`src/rtl/ifu_pkg.sv`:
```
`default_nettype none
// ============================================================================
// Module      : ifu_pkg
// Description : Shared types and constants for the instruction fetch unit.
//               Holds the default PC width and reset PC, the canonical NOP
//               word, the output-FIFO entry type and a clog2 helper used for
//               counter widths.
// Revision    : 1.0 - initial release
// ============================================================================
package ifu_pkg;

    localparam int          XLEN       = 64;
    localparam logic [63:0] START_ADDR = 64'h0000_0000_8000_0000;
    localparam logic [31:0] NOP_INST   = 32'h0000_0013;   // addi x0, x0, 0

    // One delivered instruction: its PC, the word itself, and a flag marking
    // a synthetic NOP that stands in for a misaligned fetch PC.
    typedef struct packed {
        logic [XLEN-1:0] pc;
        logic [31:0]     inst;
        logic            misalign;
    } ifu_entry_t;

    // Ceiling log2, with clog2(1) = 0.
    function automatic int clog2(input int value);
        int result;
        int v;
        result = 0;
        v      = value - 1;
        while (v > 0) begin
            result = result + 1;
            v      = v >> 1;
        end
        return result;
    endfunction

endpackage : ifu_pkg
`default_nettype wire

```
`src/rtl/ifu_fifo.sv`:
```
`default_nettype none
// ============================================================================
// Module      : ifu_fifo
// Description : Synchronous FIFO with a parameterised entry type.
//               The head entry is read straight out of registered storage,
//               so head/empty/full/count carry no combinational path from
//               the push/pop/flush inputs. Push while full is accepted when
//               a pop happens in the same cycle. Flush empties the FIFO and
//               takes priority over push and pop.
// Ports       : clk, rst (async, active-low)
//               flush, push/din, pop   - control and write data
//               head, full, empty, count - status and read data
// Revision    : 1.0 - initial release
// ============================================================================
module ifu_fifo
    import ifu_pkg::*;
#(
    parameter int  DEPTH   = 2,                  // power of two, >= 2
    parameter type T_ENTRY = logic [63:0],
    parameter int  CNT_W   = 2                   // clog2(DEPTH + 1)
) (
    input  logic             clk,
    input  logic             rst,
    input  logic             flush,
    input  logic             push,
    input  T_ENTRY           din,
    input  logic             pop,
    output T_ENTRY           head,
    output logic             full,
    output logic             empty,
    output logic [CNT_W-1:0] count
);

    localparam int c_ptr_w = clog2(DEPTH);

    T_ENTRY               r_mem [DEPTH];
    logic [c_ptr_w-1:0]   r_wr_ptr;
    logic [c_ptr_w-1:0]   r_rd_ptr;
    logic [CNT_W-1:0]     r_count;

    logic                 w_do_push;
    logic                 w_do_pop;

    assign full      = (r_count == CNT_W'(DEPTH));
    assign empty     = (r_count == '0);
    assign count     = r_count;
    assign head      = r_mem[r_rd_ptr];

    // When full, the slot being written is the one being popped this cycle.
    assign w_do_pop  = pop  & ~empty;
    assign w_do_push = push & (~full | w_do_pop);

    always_ff @(posedge clk or negedge rst) begin
        if (!rst) begin
            r_wr_ptr <= '0;
            r_rd_ptr <= '0;
            r_count  <= '0;
        end else if (flush) begin
            r_wr_ptr <= '0;
            r_rd_ptr <= '0;
            r_count  <= '0;
        end else begin
            if (w_do_push) r_wr_ptr <= r_wr_ptr + c_ptr_w'(1);
            if (w_do_pop)  r_rd_ptr <= r_rd_ptr + c_ptr_w'(1);
            r_count <= r_count + CNT_W'(w_do_push) - CNT_W'(w_do_pop);
        end
    end

    // Storage needs no reset: an entry is only observed after it is written.
    always_ff @(posedge clk) begin
        if (w_do_push && !flush) begin
            r_mem[r_wr_ptr] <= din;
        end
    end

endmodule : ifu_fifo
`default_nettype wire

```
`src/rtl/ifu_fetch.sv`:
```
`default_nettype none
// ============================================================================
// Module      : ifu_fetch
// Description : Instruction fetch unit. Generates sequential word fetch PCs,
//               issues them over a request/grant instruction-memory port,
//               tags each grant with its PC, and buffers returned words for
//               the core on a valid/ready interface. Redirects load a new PC,
//               clear buffered instructions and discard every response still
//               owed for requests issued before the redirect.
// Macro       : IFU_MISALIGN_CHK_EN - adds inst_misalign; a misaligned fetch
//               PC issues no request and instead delivers one NOP marked
//               misaligned, then stalls until the next redirect.
// Ports       : clk, rst (async, active-low)
//               redirect_valid/redirect_pc      - PC redirect from execute
//               imem_req/imem_addr/imem_gnt     - fetch request handshake
//               imem_rvalid/imem_rdata          - in-order fetch responses
//               inst_valid/inst/inst_pc/inst_ready - instruction to core
//               inst_misalign (macro only)      - synthetic misalign NOP
// Revision    : 1.0 - initial release
// ============================================================================
module ifu_fetch
    import ifu_pkg::*;
#(
    parameter int              XLEN       = ifu_pkg::XLEN,
    parameter logic [XLEN-1:0] START_ADDR = ifu_pkg::START_ADDR,
    parameter int              DEPTH      = 2
) (
    input  logic            clk,
    input  logic            rst,
    input  logic            redirect_valid,
    input  logic [XLEN-1:0] redirect_pc,
    output logic            imem_req,
    output logic [XLEN-1:0] imem_addr,
    input  logic            imem_gnt,
    input  logic            imem_rvalid,
    input  logic [31:0]     imem_rdata,
    output logic            inst_valid,
    output logic [31:0]     inst,
    output logic [XLEN-1:0] inst_pc,
`ifdef IFU_MISALIGN_CHK_EN
    output logic            inst_misalign,
`endif
    input  logic            inst_ready
);

    localparam int                 c_cnt_w = clog2(DEPTH + 1);
    localparam logic [c_cnt_w:0]   c_depth = (c_cnt_w + 1)'(DEPTH);

    logic                 r_started;
    logic [XLEN-1:0]      r_fetch_pc;
    logic [c_cnt_w-1:0]   r_drop_cnt;

    logic                 w_tag_push;
    logic                 w_tag_pop;
    logic [XLEN-1:0]      w_tag_head;
    logic                 w_tag_full;
    logic                 w_tag_empty;
    logic [c_cnt_w-1:0]   w_tag_count;

    logic                 w_out_push;
    logic                 w_out_pop;
    ifu_entry_t           w_out_din;
    ifu_entry_t           w_out_head;
    logic                 w_out_full;
    logic                 w_out_empty;
    logic [c_cnt_w-1:0]   w_out_count;

    logic [c_cnt_w:0]     w_total;
    logic [c_cnt_w:0]     w_live;
    logic                 w_grant;
    logic                 w_zero_lat;
    logic                 w_rsp_hit;
    logic                 w_rsp_keep;
    logic [XLEN-1:0]      w_rsp_pc;
    logic [c_cnt_w-1:0]   w_outstanding_next;
    logic                 w_misaligned;
    logic                 w_mis_push;

    // ------------------------------------------------------------------
    // Credit accounting
    // ------------------------------------------------------------------
    assign w_total  = {1'b0, w_out_count} + {1'b0, w_tag_count};
    assign w_live   = w_total - {1'b0, r_drop_cnt};

    assign imem_req  = r_started & (w_live < c_depth) & (w_total < c_depth) & ~w_misaligned;
    assign imem_addr = r_fetch_pc;
    assign w_grant   = imem_req & imem_gnt;

    // A same-cycle grant and response with nothing else in flight is a
    // zero-latency return of the current request: it never enters the tag
    // queue and its PC is the current fetch PC.
    assign w_zero_lat = w_grant & imem_rvalid & w_tag_empty;
    assign w_tag_push = w_grant & ~w_zero_lat & ~w_tag_full;
    assign w_tag_pop  = imem_rvalid & ~w_tag_empty;
    assign w_rsp_hit  = w_tag_pop | w_zero_lat;
    assign w_rsp_pc   = w_tag_empty ? r_fetch_pc : w_tag_head;

    // Requests still owed a response after this edge; on a redirect all of
    // them are stale, including one granted in the redirect cycle itself.
    assign w_outstanding_next = w_tag_count + c_cnt_w'(w_tag_push) - c_cnt_w'(w_tag_pop);

    assign w_rsp_keep = w_rsp_hit & ~redirect_valid & (r_drop_cnt == '0);

    // ------------------------------------------------------------------
    // Output FIFO write side
    // ------------------------------------------------------------------
    assign w_out_pop  = ~w_out_empty & inst_ready;
    assign w_out_push = (w_rsp_keep | w_mis_push) & (~w_out_full | w_out_pop);

    always_comb begin
        w_out_din          = '0;
        w_out_din.pc       = w_rsp_pc;
        w_out_din.inst     = imem_rdata;
        w_out_din.misalign = 1'b0;
        if (w_mis_push) begin
            w_out_din.pc       = r_fetch_pc;
            w_out_din.inst     = NOP_INST;
            w_out_din.misalign = 1'b1;
        end
    end

    // ------------------------------------------------------------------
    // Fetch PC, start-up and drop counter
    // ------------------------------------------------------------------
    always_ff @(posedge clk or negedge rst) begin
        if (!rst) begin
            r_started  <= 1'b0;
            r_fetch_pc <= START_ADDR;
            r_drop_cnt <= '0;
        end else begin
            r_started <= 1'b1;
            if (redirect_valid) begin
                r_fetch_pc <= redirect_pc;
                r_drop_cnt <= w_outstanding_next;
            end else begin
                if (w_grant) begin
                    r_fetch_pc <= r_fetch_pc + XLEN'(4);
                end
                if (w_rsp_hit && (r_drop_cnt != '0)) begin
                    r_drop_cnt <= r_drop_cnt - c_cnt_w'(1);
                end
            end
        end
    end

    // ------------------------------------------------------------------
    // Misaligned-PC handling
    // ------------------------------------------------------------------
`ifdef IFU_MISALIGN_CHK_EN
    logic r_mis_done;

    assign w_misaligned = (r_fetch_pc[1:0] != 2'b00);
    // Wait for every live fetch to drain so the marker lands in program order.
    assign w_mis_push   = w_misaligned & ~r_mis_done & (w_live == '0) & ~redirect_valid;

    always_ff @(posedge clk or negedge rst) begin
        if (!rst) begin
            r_mis_done <= 1'b0;
        end else if (redirect_valid) begin
            r_mis_done <= 1'b0;
        end else if (w_mis_push) begin
            r_mis_done <= 1'b1;
        end
    end

    assign inst_misalign = ~w_out_empty & w_out_head.misalign;
`else
    logic w_unused_misalign;

    assign w_misaligned      = 1'b0;
    assign w_mis_push        = 1'b0;
    assign w_unused_misalign = w_out_head.misalign;
`endif

    // ------------------------------------------------------------------
    // Queues
    // ------------------------------------------------------------------
    // Tag queue: PCs of granted requests; stale tags pop with their
    // discarded responses, so it is never flushed.
    ifu_fifo #(
        .DEPTH   (DEPTH),
        .T_ENTRY (logic [XLEN-1:0]),
        .CNT_W   (c_cnt_w)
    ) u_tag_q (
        .clk   (clk),
        .rst   (rst),
        .flush (1'b0),
        .push  (w_tag_push),
        .din   (r_fetch_pc),
        .pop   (w_tag_pop),
        .head  (w_tag_head),
        .full  (w_tag_full),
        .empty (w_tag_empty),
        .count (w_tag_count)
    );

    ifu_fifo #(
        .DEPTH   (DEPTH),
        .T_ENTRY (ifu_entry_t),
        .CNT_W   (c_cnt_w)
    ) u_out_q (
        .clk   (clk),
        .rst   (rst),
        .flush (redirect_valid),
        .push  (w_out_push),
        .din   (w_out_din),
        .pop   (w_out_pop),
        .head  (w_out_head),
        .full  (w_out_full),
        .empty (w_out_empty),
        .count (w_out_count)
    );

    assign inst_valid = ~w_out_empty;
    assign inst       = w_out_empty ? '0 : w_out_head.inst;
    assign inst_pc    = w_out_empty ? '0 : w_out_head.pc;

endmodule : ifu_fetch
`default_nettype wire

```
`config.mk`:
```
export PLATFORM = sky130hd
export DESIGN_NAME = ifu_fetch
export DESIGN_NICKNAME = d
export VERILOG_FILES = /design/src/rtl/ifu_pkg.sv /design/src/rtl/ifu_fifo.sv /design/src/rtl/ifu_fetch.sv
export SDC_FILE = /design/constraint.sdc
export NUM_CORES = 1
export LEC_CHECK = 0
export ABC_CLOCK_PERIOD_IN_PS = 7100
export BUFFER_PORTS_ARGS = -buffer_cell sky130_fd_sc_hd__buf_2
export CAP_MARGIN = 20
export CORE_MARGIN = 2
export CORE_UTILIZATION = 53
export CTS_BUF_LIST = sky130_fd_sc_hd__clkbuf_2 sky130_fd_sc_hd__clkbuf_4 sky130_fd_sc_hd__clkbuf_8
export CTS_CLUSTER_SIZE = 24
export DETAILED_ROUTE_END_ITERATION = 8
export PLACE_DENSITY = 0.75
export SYNTH_ARGS = -nofsm -noshare
export SYNTH_HDL_FRONTEND = slang
export SYNTH_SLANG_ARGS = --single-unit
```
`constraint.sdc`:
```
create_clock -name clk -period 7.1 [get_ports clk]
set_input_delay 0.355 -clock clk [delete_from_list [all_inputs] [get_ports clk]]
set_output_delay 0.355 -clock clk [all_outputs]
set_load 0.01 [all_outputs]
```
==> results_dict.tcl, run 1 <==
set metrics [dict create \
    wl_per_cell_um 20.05 \
    leakagePower_nw 7.792 \
    hold_slack_ps 13.45 \
    path_clk_slew_ps 60 \
    portBuffers 263 \
    syn_nets 1388 \
    setup_viol 0 \
    die_w_um 182.7 \
    maxCapViolations 0 \
    avgSynthCellArea_um2 13.28 \
    cts_resized 0 \
    synth_edf_count 320 \
    start_util 0.5380 \
    synth_cell_types 58 \
    layout_common_cells "edfxtp_1, buf_2, nor2_1" \
    grt_pass1_wl_um 62610 \
    tns_ps 0 \
    fin_skew_ps 26.46 \
    cts_setup_buffers 0 \
    die_h_um 182.7 \
    cp_max_fo 35 \
    ys_seq_elements 395 \
    grt_max_degree 76 \
    core_area_um2 31470 \
    gp_congestion 0.8095 \
    synth_flop_cell "edfxtp_1" \
    layout-drive-gt1-share 0.2517 \
    timing.fmax_ghz 0.2200 \
    final_common_cell "edfxtp_1" \
    worstMarginPinSlew_ps 986.2 \
    rsz0062_at_grt "false" \
    worstSetupEndpointType "flip-flop" \
    numCtsBuffers 66 \
    cts_htree_levels 3 \
    fin_util 0.6510 \
    grt_overflow 0 \
    power_density_nw_per_um2 349.3 \
    criticalPathCategory "flip-flop to flip-flop" \
    rows 65 \
    grtUsageTotal 0.2440 \
    vias_per_cell 5.645 \
    clock_sinks 395 \
    design_area_um2 20490 \
    dp_slack_ps 2575 \
    ant_nets 0 \
    nets 1717 \
    dp_hpwl_um 26010 \
    period_share 0.6402 \
    slew_violations 0 \
    synth_cells 1275 \
    dr.pass1.iters 5 \
    clock_path_buffers 3 \
    worstPathRequired_ps 7290 \
    dpl_cell_area_um2 18620 \
    grt_pass1_vias 11410 \
    diodes 0 \
    yosys_warnings 0 \
    startpoint_type "flip-flop" \
    timing.final.crit_period_ps 4545 \
    cts_root_buf "clkbuf_8" \
    finalHoldViolations 0 \
    drc 0 \
    drtIter0Drc 891 \
    clk_latency_ps 580 \
    area_growth_pct 20.99 \
    die-area_um2 33400 \
    synth-seq-area-share 0.6784 \
    wl_um 41290 \
    post-route-worst-setup-slack_ps 2555 \
    io_pins 264 \
    min_path_type "input pin to flip-flop" \
    grt_antenna_before_repair 0 \
    critPathArrivalTime_ps 4740 \
    synth.cell_area_um2 16930 \
    cts_tree "yes" \
    synth-async-reset-ratio 0.1899 \
    vias 11620 \
    status "complete, no violations" \
    irDropWorstVdd_mv 0.1899 \
    maxSlewHeadroom 0.3426 \
]
==> worst max-delay path, cell delays in order (launching register included) <==
cell and delay, ps:
dfrtp_1 430, ha_1 170, inv_1 50, fa_1 510, inv_1 60, fa_1 460, nand3b_1 290, nor2_1 380
o21ai_0 380, nor2_4 780, buf_4 570
==> power by group <==
group          internal [mW]  switching (mW)
registers               2.91           0.228
clock network           1.12           0.875
logic                  0.784            1.24
==> cell usage after synthesis, drive strengths merged, types with 4 or more instances <==
cell    instances  area (µm²)
nor4           20       125.1
nand3          24       125.1
or3            10       65.06
or4            16       128.9
o31ai           4       30.03
clkbuf         47       176.4
and3           11       68.82
inv            25       93.84
mux2i         164        1642
a21oi          64       320.3
and2            7       43.79
nor3           11       55.05
nand2          65       244.0
o21ai          46       230.2
dfrtp          74        1852
buf            17       82.58
nand4          31       206.4
ha              9       112.6
a31oi          16       100.1
nor2b           8       50.05
and4            7       62.56
xor2           17       148.9
xnor2          31       271.5
edfxtp        320        9609
nor2          193       724.4
==> layout make-up <==
cell class / instances / area (µm²)
multi-input combinational: 789 / 5112
inverter: 25 / 93.84
clock buffer: 104 / 1244
clock inverter: 17 / 93.84
tap: 402 / 503.0
fill: 2299 / 10990
sequential: 395 / 11490
timing repair buffer: 327 / 1947
==> flip-flops by register name (all words and copies together), names as in the netlist, 2 cells and up <==
register       flops
u_out_q.r_mem    192
u_tag_q.r_mem    128
imem_addr         64
r_drop_cnt         2
u_out_q.count      2
u_tag_q.count      2
==> timing repair <==
| action | in CTS | in global routing |
|---|---|---|
| hold endpoints to repair | 88 | 0 |
| endpoints found under the setup margin | 0 | 0 |
| hold buffers | 50 | 0 |
==> routing by layer <==
layer | wire length (µm) | global-route usage | part of all wire
met5 | 0 | 0 | 0
met4 | 1388 | 0.1090 | 0.034
met3 | 2543 | 0.04031 | 0.062
met2 | 20160 | 0.4011 | 0.49
met1 | 17200 | 0.3227 | 0.42
==> kinds of logic after synthesis <==
family | count (synthesis) | synth area share
xor+xnor | 48 | 0.02483
buf+inv | 91 | 0.02209
compound gates | 148 | 0.04921
flops | 395 | 0.6784
fa+ha+maj | 11 | 0.009015
mux | 167 | 0.09894
other cells | 1 | 0.0002215
simple gates | 414 | 0.1173
==> stage by stage <==
step	std cells	total power, mW
6_report	2059	7.157
4_1_cts	2058	7.217
2_1_floorplan	1275	4.475
5_1_grt	2059	7.531
3_3_place_gp	1887	5.128
3_5_place_dp	1887	5.190
==> worst paths after layout <==
path	slack, ps	cells after the start	endpoint	from
setup reg to reg	2550	10	u_tag_q.r_mem[0][49]	u_out_q.count[0]
max in group asynchronous	6270	3	u_out_q.r_rd_ptr	rst
hold reg to reg	530	2	r_drop_cnt[1]	r_drop_cnt[1]
setup / recovery	2550	10	u_tag_q.r_mem[0][49]	u_out_q.count[0]
min in group asynchronous	170	2	imem_addr[60]	rst
hold / removal	10	3	imem_addr[5]	redirect_pc[5]
Note: power is estimated with default switching activity, not from simulation.
==> run 2, diff against run 1 <==
Settings changed: ABC_CLOCK_PERIOD_IN_PS 7100 to 4800, CORE_UTILIZATION 53 to 54, PLACE_DENSITY 0.75 to 0.73.
Clock period 7.1 ns to 4.8 ns, I/O delays scaled along.
==> results_dict.tcl, run 2 (synthesized netlist as in run 1, its figures left out) <==
set metrics [dict create \
    layout_common_cells "edfxtp_1, buf_2, nor2_1" \
    critPathArrivalTime_ps 4730 \
    maxSlewHeadroom 0.3786 \
    cts_tree "yes" \
    timing.fmax_ghz 0.2378 \
    leakagePower_nw 7.990 \
    setup_viol 0 \
    grt_max_degree 89 \
    slew_violations 0 \
    multi_input_area_um2 5112 \
    fin_skew_ps 20.36 \
    rsz0062_at_grt "false" \
    largest_register_ffs 192 \
    worstMarginPinSlew_ps 932.0 \
    gp_congestion 0.8340 \
    nets 1773 \
    cp_max_fo 12 \
    dp_hpwl_um 26370 \
    io_pins 264 \
    dp_slack_ps 655.0 \
    portBuffers 263 \
    min_path_type "input pin to flip-flop" \
    numCtsBuffers 60 \
    ant_nets 0 \
    fill_cells 2283 \
    final_cells 2106 \
    timing.final.crit_period_ps 4204 \
    final_common_cell "edfxtp_1" \
    area_growth_pct 23.92 \
    hold_slack_ps 34.58 \
    die_w_um 181.1 \
    grt_pass1_wl_um 64560 \
    drtIter0Drc 845 \
    dr.pass1.iters 5 \
    worstPathRequired_ps 5330 \
    status "complete, no violations" \
    grt_pass1_vias 11850 \
    cts_root_buf "clkbuf_8" \
    grt_overflow 0 \
    maxCapViolations 0 \
    clock_sinks 395 \
    wl_um 41520 \
    wl_per_cell_um 19.72 \
    rows 64 \
    worstSetupEndpointType "flip-flop" \
    drc 0 \
    largest-register "u_out_q.r_mem" \
    grtUsageTotal 0.2527 \
    dp_cells 1885 \
    clock_path_buffers 3 \
    core_area_um2 30750 \
    vias 11780 \
    vias_per_cell 5.592 \
    startpoint_type "flip-flop" \
    post-route-worst-setup-slack_ps 595.6 \
    period_share 0.8759 \
    start_util 0.5507 \
    irDropWorstVdd_mv 0.2625 \
    diodes 0 \
    finalHoldViolations 0 \
    criticalPathCategory "flip-flop to flip-flop" \
    die-area_um2 32790 \
    grt_antenna_before_repair 0 \
    die_h_um 181.1 \
    cts_setup_buffers 0 \
    cts_htree_levels 2 \
    clk_latency_ps 610 \
    path_clk_slew_ps 70 \
    layout-drive-gt1-share 0.2363 \
    seqCellArea_um2 11490 \
    power_density_nw_per_um2 496.2 \
]
-- run 2: changes by cell type in the layout (fill, tap and decap cells not counted), sizes merged --
cell         previous run  this run
buf                   277       280
bufinv                  0         1
clkbuf                104        81
clkinv                 12        28
clkinvlp                3         1
dlygate4sd3            50       109
inv                    27        26
-- run 2: final timing paths --
check,from,to,slack (ps),cells after the start
setup / recovery,u_out_q.count[0],imem_addr[56],600,10
hold / removal,redirect_valid,imem_addr[24],30,3
hold reg to reg,u_tag_q.count[1],u_tag_q.count[1],550,1
setup reg to reg,u_out_q.count[0],imem_addr[56],600,10
max in group asynchronous,rst,u_tag_q.r_rd_ptr,3540,3
min in group asynchronous,rst,imem_addr[45],100,2
-- run 2: layer usage --
metal	global-route usage	up-vias	wire length [µm]
met5	0	-	0
met4	0.09138	0	1261
met3	0.03790	91	2529
met2	0.4230	504	20090
met1	0.3388	5683	17650
li1	-	5498	-
-- run 2: layout make-up --
cell class / count / area share
sequential: 395 / 0.5478
inverter: 25 / 0.004472
clock buffer: 81 / 0.04866
tap: 396 / 0.02361
clock inverter: 31 / 0.008050
timing repair buffer: 389 / 0.1238
multi-input combinational: 789 / 0.2436
-- run 2: stage by stage --
stage          utilization  total power, mW  TNS, ps  area, µm²
2_1_floorplan            -            6.610   -97030      16940
3_3_place_gp        0.6073            7.599        0      18680
3_5_place_dp        0.6082            7.712        0      18700
4_1_cts             0.6824            10.47        0      20980
5_1_grt             0.6824            10.96        0      20980
6_report            0.6824            10.41        0      20980
-- run 2: what timing repair did --
action | 4_1_cts | 5_1_grt
hold endpoints to repair | 151 | 0
gates resized for setup | 0 | 0
hold buffers | 109 | 0
-- run 2: worst max-delay path: stages (launching register included) --
cell      delay, ps
dfrtp_1         440
ha_1            180
inv_1            50
fa_1            520
inv_1            70
fa_1            460
nand3b_1        290
or4_1           830
or4_2           740
or3_1           380
a31oi_1         170
-- run 2: report_power, final --
part / total, mW / switching (mW) / leakage (nW) / internal (mW)
clock: 2.70 / 1.26 / 0.639 / 1.44
combinational: 3.05 / 1.84 / 3.58 / 1.21
sequential: 4.66 / 0.357 / 3.77 / 4.30
